## config.mk

```make
export PLATFORM = sky130hd
export DESIGN_NAME = hash160_digest_tx
export DESIGN_NICKNAME = d
export VERILOG_FILES = /design/src/rtl/hash160_pkg.sv /design/src/rtl/hash160_edge_arm.sv /design/src/rtl/hash160_digest_tx.sv
export SDC_FILE = /design/constraint.sdc
export NUM_CORES = 1
export LEC_CHECK = 0
export ABC_CLOCK_PERIOD_IN_PS = 1800
export CAP_MARGIN = 20
export CORE_ASPECT_RATIO = 0.75
export CORE_MARGIN = 4
export CORE_UTILIZATION = 40
export DETAILED_ROUTE_END_ITERATION = 8
export GPL_ROUTABILITY_DRIVEN = 0
export PLACE_DENSITY = 0.66
export SYNTH_ARGS = -nofsm -noshare
export SYNTH_HDL_FRONTEND = slang
export SYNTH_SLANG_ARGS = --single-unit
```

## constraint.sdc

```tcl
create_clock -name clk -period 1.8 [get_ports clk]
set_input_delay 0.54 -clock clk [delete_from_list [all_inputs] [get_ports clk]]
set_output_delay 0.54 -clock clk [all_outputs]
set_load 0.01 [all_outputs]
```

## src/rtl/hash160_pkg.sv

```systemverilog
// Shared Hash160 definitions: digest geometry, transmitter FSM encoding and
// the RIPEMD-160 initial chaining values used by the core.
package hash160_pkg;

    localparam int unsigned HASH160_NUM_BYTES = 20;
    localparam int unsigned HASH160_DIGEST_W  = HASH160_NUM_BYTES * 8;

    localparam logic [1:0] ST_IDLE = 2'b00;
    localparam logic [1:0] ST_SEND = 2'b01;
    localparam logic [1:0] ST_DONE = 2'b10;

    localparam logic [31:0] RMD_H0 = 32'h6745_2301;
    localparam logic [31:0] RMD_H1 = 32'hEFCD_AB89;
    localparam logic [31:0] RMD_H2 = 32'h98BA_DCFE;
    localparam logic [31:0] RMD_H3 = 32'h1032_5476;
    localparam logic [31:0] RMD_H4 = 32'hC3D2_E1F0;

endpackage

```

## src/rtl/hash160_edge_arm.sv

```systemverilog
// Rising-edge detector on the core's level-held digest valid, gated by an arm
// flag that only re-arms once the valid level has been seen low.
module hash160_edge_arm (
    input  logic clk,
    input  logic rst_n,
    input  logic valid,
    input  logic capture,
    output logic start
);

    logic valid_d;
    logic armed;

    always_ff @(posedge clk or negedge rst_n) begin
        if (!rst_n) begin
            valid_d <= 1'b0;
            armed   <= 1'b1;
        end else begin
            valid_d <= valid;
            if (capture) begin
                armed <= 1'b0;
            end else if (!valid) begin
                armed <= 1'b1;
            end
        end
    end

    assign start = valid & ~valid_d & armed;

endmodule

```

## src/rtl/hash160_digest_tx.sv

```systemverilog
// Byte-serial Hash160 digest transmitter, MSB byte first over valid/ready.
// Optional trailing XOR checksum byte when HASH160_TX_CHKSUM_EN is defined.
module hash160_digest_tx
    import hash160_pkg::*;
#(
    parameter int NUM_BYTES = HASH160_NUM_BYTES,
    parameter int CNT_W     = 5
) (
    input  logic                   clk,
    input  logic                   rst_n,
    input  logic                   i_valid,
    input  logic [NUM_BYTES*8-1:0] i_digest,
    output logic [7:0]             o_byte,
    output logic                   o_byte_valid,
    input  logic                   i_byte_ready,
    output logic                   o_busy,
    output logic                   o_done
);

    localparam int DW = NUM_BYTES * 8;
`ifdef HASH160_TX_CHKSUM_EN
    localparam int FRAME_LEN = NUM_BYTES + 1;
`else
    localparam int FRAME_LEN = NUM_BYTES;
`endif
    localparam logic [CNT_W-1:0] LAST_IDX = CNT_W'(FRAME_LEN - 1);

    logic [1:0]       state_q, state_d;
    logic [DW-1:0]    shift_q, shift_d;
    logic [CNT_W-1:0] cnt_q, cnt_d;
    logic             start;
    logic             capture;

    assign capture = start & (state_q == ST_IDLE);

    hash160_edge_arm u_edge_arm (
        .clk     (clk),
        .rst_n   (rst_n),
        .valid   (i_valid),
        .capture (capture),
        .start   (start)
    );

`ifdef HASH160_TX_CHKSUM_EN
    logic [7:0] chk_q, chk_d;

    always_ff @(posedge clk or negedge rst_n) begin
        if (!rst_n) begin
            chk_q <= 8'h00;
        end else begin
            chk_q <= chk_d;
        end
    end
`endif

    always_comb begin
        state_d = state_q;
        shift_d = shift_q;
        cnt_d   = cnt_q;
`ifdef HASH160_TX_CHKSUM_EN
        chk_d   = chk_q;
`endif
        case (state_q)
            ST_IDLE: begin
                if (capture) begin
                    state_d = ST_SEND;
                    shift_d = i_digest;
                    cnt_d   = '0;
`ifdef HASH160_TX_CHKSUM_EN
                    chk_d   = 8'h00;
`endif
                end
            end
            ST_SEND: begin
                if (i_byte_ready) begin
                    shift_d = shift_q << 8;
                    cnt_d   = cnt_q + 1'b1;
`ifdef HASH160_TX_CHKSUM_EN
                    chk_d   = chk_q ^ shift_q[DW-1 -: 8];
                    // After the last digest byte, the checksum becomes the next byte out.
                    if (cnt_q == CNT_W'(NUM_BYTES - 1)) begin
                        shift_d[DW-1 -: 8] = chk_q ^ shift_q[DW-1 -: 8];
                    end
`endif
                    if (cnt_q == LAST_IDX) begin
                        state_d = ST_DONE;
                    end
                end
            end
            ST_DONE: state_d = ST_IDLE;
            default: state_d = ST_IDLE;
        endcase
    end

    always_ff @(posedge clk or negedge rst_n) begin
        if (!rst_n) begin
            state_q <= ST_IDLE;
            shift_q <= '0;
            cnt_q   <= '0;
        end else begin
            state_q <= state_d;
            shift_q <= shift_d;
            cnt_q   <= cnt_d;
        end
    end

    // The head of the shift register is the presented byte; it is zero outside a frame.
    assign o_byte       = shift_q[DW-1 -: 8];
    assign o_byte_valid = (state_q == ST_SEND);
    assign o_busy       = (state_q == ST_SEND);
    assign o_done       = (state_q == ST_DONE);

endmodule
```

After elaboration in Yosys (flattened, before gate mapping)

Cells that the tools add are included.

Output and inout bits: 11
Register bits: 169

$add $sub $neg: 1
Reductions and logical operators: 4
Muxes and demuxes: 12
Equal/unequal tests: 7
Bitwise gates (word level): 4

Operator list:

| kind                                                             | count |
|---|---|
| 160-bit 2-to-1 mux                                               | 2 |
| 160-bit one-hot mux with 2 select lines                          | 1 |
| 5-bit 2-to-1 mux                                                 | 2 |
| 5-bit one-hot mux with 2 select lines                            | 1 |
| 2-bit 2-to-1 mux                                                 | 3 |
| 3-bit AND reduction                                              | 2 |
| 5-bit by 1-bit adder with 5-bit output (second input constant)   | 1 |
| 5-bit == test (second input constant)                            | 1 |
| 2-bit by 1-bit != test with 1-bit output (second input constant) | 2 |
| 2-bit != test (second input constant)                            | 2 |
| 2-bit one-hot mux with 2 select lines                            | 1 |
| 1-bit bitwise AND                                                | 3 |
| 2-bit by 1-bit == test with 1-bit output (second input constant) | 1 |
| 2-bit == test (second input constant)                            | 1 |
| 2-bit logical NOT                                                | 1 |
| 1-bit 2-to-1 mux                                                 | 2 |
| 2-bit nonzero test                                               | 1 |
| 1-bit NOT                                                        | 1 |

Logic depth before layout (Yosys ltp)

Gate-level depths: netlist of run 1.

Depth after elaboration: 6
Depth in mapped cells: 7
Mapped depth without buffers: 4

Cells and area by module

A second synthesis of run 1 with hierarchy kept.

Cell total of the unflattened synthesis: 741
Area total of the unflattened synthesis: 7997.7 um2

Modules (own cells, without submodules):

| module            | instances | area an instance (um2) | seq. area each (um2) | cells each |
|---|---|---|---|---|
| hash160_digest_tx | 1         | 7926.4                 | 4179.0               | 735 |
| hash160_edge_arm  | 1         | 71.3                   | 51.3                 | 6 |

Worst setup path after synthesis of run 1

OpenSTA, ideal clock, no wires.

Path kind: input to register
Start point: input port i_valid
End point: register shift_q[100]
Data arrival time: 1549 ps
Stages: 6
Setup slack: 128 ps
Library setup time: 123 ps
Path through: nand3b_1 -> buf_2 -> buf_2 -> clkbuf_1 -> or3_1 -> o221a_2

Cells in the longest elaborated chain, start to end: 5

Ends and longest elaborated chain:

| element                              | line                     | text |
|---|---|---|
| start: declaration                   | hash160_digest_tx.sv:11  | `input logic i_valid,` |
| 1-bit bitwise AND (2 in a row)       | hash160_edge_arm.sv:28   | `assign start = valid & ~valid_d & armed;` |
| 1-bit bitwise AND                    | hash160_digest_tx.sv:34  | `assign capture = start & (state_q == ST_IDLE);` |
| 2-bit != test (no source line)       | n/a                      |  |
| 3-bit AND reduction (no source line) | n/a                      |  |
| end signal: assignment               | hash160_digest_tx.sv:102 | `shift_q <= shift_d;` |
| end: declaration                     | hash160_digest_tx.sv:29  | `logic [DW-1:0] shift_q, shift_d;` |

Every way passes these cells.
A chain may end at the register's enable or synchronous reset.

Worst setup path after layout of run 1

Start point: register state_q[0]
End point: register shift_q[72]

Cells in the longest elaborated chain, start to end: 4
Elaborated cells on any way between the ends: 8
Those cells by class: eq/ne: 3; mux: 1; bitwise: 1; reduce/logical: 3

Ends and longest elaborated chain:

| element                              | line                                             | text |
|---|---|---|
| start: declaration                   | hash160_digest_tx.sv:28                          | `logic [1:0] state_q, state_d;` |
| start signal: assignment             | hash160_digest_tx.sv:101                         | `state_q <= state_d;` |
| 2-bit logical NOT                    | hash160_digest_tx.sv:34, hash160_digest_tx.sv:63 |  |
| 1-bit bitwise AND                    | hash160_digest_tx.sv:34                          |  |
| 2-bit != test (no source line)       | n/a                                              |  |
| 3-bit AND reduction (no source line) | n/a                                              |  |

Parallel ways exist; a longest one is shown, timed or not.

==> flow_summary_export.csv, run 1 <==
group,metric,value,unit
status,status,"finished clean",
routing,wl_met3,1.46,mm
worst_setup_path,cpMaxStageDelayCell,"dfrtp_2",
power_and_ir_drop,power_leakage,3.78,nW
logic_synthesis,yosysSeqAreaShare,0.547,
global_routing,grt_pass1_vias,6318,
finish,synthToLayoutAreaGrowth,37.3,%
die,start_util,0.413,
global_routing,grt_pass1_wl,33.4,mm
cts,clock-sinks,169,
routing,drc,0,
worst_setup_path,crit_buf_inv,3,
die,fp-row-count,43,
cts,cts-buffers-inserted,17,
worst_setup_path,required,2110,ps
routing,route.met2.wl,9.40,mm
timing,grt_setup_unrepaired,"true",
timing,fmax,0.556,GHz
logic_synthesis,syn_area,0.00773,mm²
worst_setup_path,cpMostUsedCell,"buf_4",
global_routing,globalRouteOverflowTotal,0,
finish,diodes,0,
logic_synthesis,ys_warn_count,0,
run,cap_viol_max_count,0,
die,ios,175,
timing,hold_viol_final,0,
placement,io_buffers,174,
logic_synthesis,synth_edf_count,0,
finish,layout.nets,937,
cts,cts-root-buf,"clkbuf_16",
cts,htreeDepth,4,
timing,timing.final.crit_share,0.998,
routing,drt_wl_total,21.1,mm
logic_synthesis,synthFlopType,"dfrtp_1",
timing,finalClockSkew,10.8,ps
logic_synthesis,syn_inst,612,
worst_setup_path,worst_path_dominant_cell_family,"simple AND/OR/NAND/NOR gates",
worst_setup_path,worstSetupStartpointType,"register",
timing,slew_headroom,0.601,
timing,period_needed,1800,ps
global_routing,grt_use_total,0.192,
logic_synthesis,syn_nets,777,
cts,clk_path_buf_depth,2,
global_routing,grt_max_degree,126,
timing,maxSlewViolCount,0,
placement,post-place-ws,-510,ps
worst_setup_path,worstPathArrival,2110,ps
worst_setup_path,endpoint_kind,"register",
routing,drtPass1Iterations,7,
placement,dp_hpwl,14.1,mm
finish,drive_gt1_frac,0.316,
power_and_ir_drop,vdd_ir_drop_max,0.000736,V
routing,highest-signal-layer,"met5",
routing,post_drt_wl_per_cell,20.4,µm
routing,drt-met1-wl,10.1,mm
global_routing,antenna_found_initial,1,
die,dieArea,0.0216,mm²
logic_synthesis,ys_async_sr_fraction,1.00,
power_and_ir_drop,power-per-cell-area,1460,mW/mm²
cts,insertion_delay,420,ps
finish,design_area,0.0106,mm²
routing,antenna_left,0,
die,die_w,169,µm
placement,place_area,0.00973,mm²
logic_synthesis,ys_ff_latch,169,
worst_setup_path,worstPathCellList,"buf_4 -> buf_4 -> or2_4 -> buf_12 -> or3_1 -> o221a_2",
die,core,0.0187,mm²
routing,vias_per_cell,5.77,
timing,setup_viol,0,
timing,layout_setup_ws,2.84,ps
min_path,hp-class,"input pin to async pin",
worst_setup_path,path_class,"register to register",
die,die_h,128,µm
logic_synthesis,avgSynthCellArea,12.6,µm²
routing,via_count,5951,
cts,cts_tree,"done",
logic_synthesis,synth_cell_types,32,
cts,clk_pin_slew,60,ps
routing,first_iter_violations,621,
worst_setup_path,slowest_delay,440,ps
worst_setup_path,cp_max_fo,73,
timing,worst_pin_slew,598,ps
==> worst register-to-register path: stages (launching register included) <==
cell	delay, ps
dfrtp_2	440
buf_4	140
buf_4	130
or2_4	250
buf_12	170
or3_1	420
o221a_2	140
==> per-layer routing <==
metal,up-vias,global-route usage
met5,-,0
met4,2,0.0415
met3,14,0.0580
met2,207,0.286
met1,2967,0.279
li1,2761,-
==> final cells by class <==
| type | count | area (µm²) |
|---|---|---|
| flip-flops and latches | 169 | 4230 |
| repair buffers | 222 | 2360 |
| well taps | 247 | 309 |
| inverters | 3 | 11.3 |
| clock inverters | 9 | 163 |
| clock buffers | 23 | 478 |
| fillers | 1505 | 8100 |
| multi-input cells | 359 | 3060 |
==> placed cells by master, fill, tap and decap left out, types with 2 or more instances in the layout <==
master,n
dfrtp_1,167
clkdlybuf4s50_1,161
o221a_2,151
or3_1,144
buf_4,24
clkbuf_16,19
buf_12,14
nand2_1,10
o21ai_0,10
nand3_1,9
dlygate4sd2_1,9
or3_4,8
buf_6,7
bufinv_16,4
nor2_1,3
clkbuf_8,3
clkinv_4,3
clkbuf_1,3
nand3b_1,2
nor2b_1,2
inv_1,2
mux2i_1,2
buf_2,2
==> state kept, by name, indices dropped and copies added, names as in the netlist <==
name	flops
cnt_q	5
shift_q	160
state_q	2
u_edge_arm.armed	1
u_edge_arm.valid_d	1
==> metrics by stage <==
stage,utilization,total power (W),cells,setup TNS (ps),hold slack [ps]
global route,0.567,0.0163,1032,-2650,74.0
CTS,0.559,0.0153,1027,-18.4,59.9
global placement,0.520,0.0110,989,-69860,479
floorplan,-,0.00962,612,0,244
finish,0.567,0.0155,1032,0,54.1
detailed placement,0.520,0.0112,989,-76710,490
==> cells in the mapped netlist, types with 4 or more instances <==
library cell / n / area (µm²)
buf_2: 10 / 50.1
buf_4: 12 / 90.1
buf_6: 19 / 214
clkbuf_1: 37 / 139
dfrtp_1: 168 / 4200
nand2_1: 10 / 37.5
nand3_1: 9 / 45.0
nor2_1: 4 / 15.0
o21ai_0: 10 / 50.1
o221a_2: 152 / 1710
or3_1: 152 / 951
==> power breakdown <==
group	switching [W]	internal, W	total, W
logic	0.00201	0.00305	0.00506
clock network	0.00148	0.00245	0.00393
registers	0.00112	0.00539	0.00651
total	0.00461	0.0109	0.0155
==> cell families after synthesis <==
| logic type | Yosys count | share of synthesized area |
|---|---|---|
| xor gates and xnor gates | 1 | 0.00113 |
| buffers and inverters | 84 | 0.0667 |
| adders and majority gates | 1 | 0.00162 |
| AOI/OAI and AO/OA | 168 | 0.234 |
| DFF | 169 | 0.547 |
| and+or+nand+nor | 187 | 0.147 |
| muxes | 2 | 0.00259 |
==> worst paths after layout <==
check	slack [ps]	startpoint	cells after the start	to
setup / recovery	3	state_q[0]	6	shift_q[72]
hold / removal	50	rst_n	1	shift_q[110]
setup reg to reg	3	state_q[0]	6	shift_q[72]
hold reg to reg	500	u_edge_arm.armed	2	u_edge_arm.armed
max in group asynchronous	1150	rst_n	2	u_edge_arm.armed
min in group clk	430	i_valid	1	u_edge_arm.valid_d
==> timing repair <==
action,CTS,global route
cloned,3,2
pin swaps,1,2
hold buffers,0,0
buffers inserted,3,3
setup endpoints to repair,145,16
gates resized for setup,24,24
No activity file was read; power rests on OpenSTA's default activity.
==> run 2, diff against run 1 <==
--- a/config.mk
+++ b/config.mk
@@ -7,7 +7,6 @@
 export LEC_CHECK = 0
 export ABC_CLOCK_PERIOD_IN_PS = 1800
 export CAP_MARGIN = 20
-export CORE_ASPECT_RATIO = 0.75
 export CORE_MARGIN = 4
 export CORE_UTILIZATION = 40
 export DETAILED_ROUTE_END_ITERATION = 8
==> run 2 against run 1 <==
Net effect: the flow now finishes with violations (setup timing); count of clock-buffer cells in the layout shrank 4; first-iteration DRC count decreased by 44%; design area is 8.2% higher; clock power decreased by 12%; sequential power increased by 4.8%; final cell count up 2.4%; largest cell class unchanged.
==> flow_summary_export.csv, run 2 (synthesized netlist as in run 1, its figures left out) <==
group,metric,value,unit
worst_setup_path,r2r_start,"u_edge_arm.armed",
global_routing,globalRouteOverflowTotal,0,
die,dieArea,0.0216,mm²
worst_setup_path,r2r.worst_path.cells,7,
timing,timing.final.crit_share,1.01,
timing,finalClockSkew,9.06,ps
routing,drt_wl_total,22.8,mm
cts,cts_tree,"done",
finish,largest_reg_flops,160,
timing,maxSlewViolCount,0,
die,fp-row-count,50,
timing,slew_headroom,0.651,
power_and_ir_drop,vdd_ir_drop_max,0.000613,V
die,core,0.0188,mm²
cts,htreeDepth,4,
routing,post_drt_wl_per_cell,21.6,µm
finish,design_area,0.0115,mm²
finish,fillCellCount,1428,
timing,grt_setup_unrepaired,"true",
status,violations,"setup timing",
global_routing,antenna_found_initial,0,
power_and_ir_drop,power_leakage,4.09,nW
worst_setup_path,required,2160,ps
routing,drc,0,
global_routing,grt_use_total,0.188,
finish,utilization,0.610,
worst_setup_path,worstSetupStartpointType,"register",
power_and_ir_drop,power-per-cell-area,1460,mW/mm²
cts,holdBufCountCts,0,
placement,place_area,0.00983,mm²
worst_setup_path,endpoint_kind,"register",
worst_setup_path,worstSetupStartpoint,"u_edge_arm.armed",
timing,worst_pin_slew,521,ps
placement,dp_hpwl,14.1,mm
global_routing,grt_max_degree,115,
cts,cts-buffers-inserted,17,
routing,drtPass1Iterations,4,
worst_setup_path,worstPathArrival,2190,ps
die,die_h,147,µm
worst_setup_path,cp_max_fo,9,
finish,final_cell_mix,"dfrtp_1, clkdlybuf4s50_1, or3_1",
finish,layout.nets,949,
die,ios,175,
routing,antenna_left,0,
cts,clk_path_buf_depth,2,
worst_setup_path,path_class,"register to register",
cts,clk_pin_slew,70,ps
timing,layout_setup_ws,-26.0,ps
min_path,hp-class,"input pin to async pin",
finish,top_regs,"shift_q (160), cnt_q (5), state_q (2)",
timing,setup_viol,79,
timing,hold_viol_final,0,
worst_setup_path,r2r_slack,-30,ps
cts,cts-root-buf,"clkbuf_16",
status,status,"finished, violations left",
finish,drive_gt1_frac,0.320,
timing,fmax,0.548,GHz
worst_setup_path,worstReg2RegEnd,"shift_q[105]",
global_routing,grt_pass1_vias,6219,
routing,first_iter_violations,346,
global_routing,grt_pass1_wl,33.1,mm
finish,diodes,0,
cts,clock-sinks,169,
placement,io_buffers,174,
cts,insertion_delay,420,ps
run,cap_viol_max_count,0,
routing,vias_per_cell,5.84,
die,die_w,147,µm
finish,synthToLayoutAreaGrowth,48.6,%
finish,top_register,"shift_q",
die,start_util,0.411,
routing,via_count,6169,
finish,final_common_cell,"dfrtp_1",
timing,period_needed,1830,ps
-- run 2: changes by cell type in the layout (fill, tap and decap cells not counted), moves of 3 or more --
| cell | delta |
|---|---|
| clkinvlp_4 | +3 |
| bufinv_16 | -4 |
| o221a_2 | -72 |
| o221a_4 | +72 |
| clkbuf_1 | -3 |
| buf_12 | +7 |
| clkbuf_16 | +9 |
| or3_1 | +7 |
| buf_4 | -10 |
| inv_6 | +4 |
| buf_8 | +5 |
| buf_6 | +3 |
| or3_4 | -7 |
-- run 2: layer usage --
layer	vias to the layer above	wire length, µm	track usage	share of wire
met5	-	0	0	0
met4	0	354	0.0531	0.016
met3	29	1290	0.0401	0.056
met2	203	11300	0.297	0.50
met1	3136	9820	0.263	0.43
li1	2801	-	-	-
-- run 2: repair_timing --
action	in CTS	in global routing
setup endpoints to repair	158	151
cloned	0	16
setup buffers	1	3
resized for setup	25	103
pin swaps	2	3
hold endpoints to repair	0	0
-- run 2: area by class of cell --
type / instances / area, µm² / area share
Clock inverter: 13 / 108 / 0.00936
Tap cell: 260 / 325 / 0.0283
Inverter: 3 / 11.3 / 0.000980
Clock buffer: 19 / 453 / 0.0394
Multi-Input combinational cell: 359 / 3660 / 0.318
Timing Repair Buffer: 234 / 2710 / 0.236
Sequential cell: 169 / 4230 / 0.368
-- run 2: per-stage QoR --
step | total power [W] | cells | setup WS, ps | hold WS, ps | setup TNS, ps
floorplan | 0.00962 | 612 | 128 | 244 | 0
global placement | 0.0111 | 1005 | -460 | 472 | -71250
detailed placement | 0.0113 | 1005 | -480 | 492 | -72140
CTS | 0.0148 | 1038 | -33.7 | 52.4 | -643
global route | 0.0176 | 1057 | -71.0 | 59.8 | -6690
finish | 0.0168 | 1057 | -26.0 | 48.0 | -920
-- run 2: critical path: stages, from the launching register on --
cell	delay, ps
dfstp_2	540
nand3b_1	130
buf_6	170
a211oi_4	270
buf_6	140
buf_12	160
clkbuf_16	170
o221a_2	180
-- run 2: report_power, final --
part           leakage [nW]  internal [W]  total (W)  switching (W)
clock                 0.265       0.00187    0.00347        0.00160
combinational          2.08       0.00411    0.00651        0.00240
sequential             1.75       0.00539    0.00682        0.00143
-- run 2: worst max path at each step --
stage | to | slack (ps)
floorplan | shift_q[100] | 130
global placement | shift_q[84] | -460
detailed placement | shift_q[62] | -480
CTS | shift_q[12] | -30
global route | shift_q[105] | -70
finish | shift_q[105] | -30
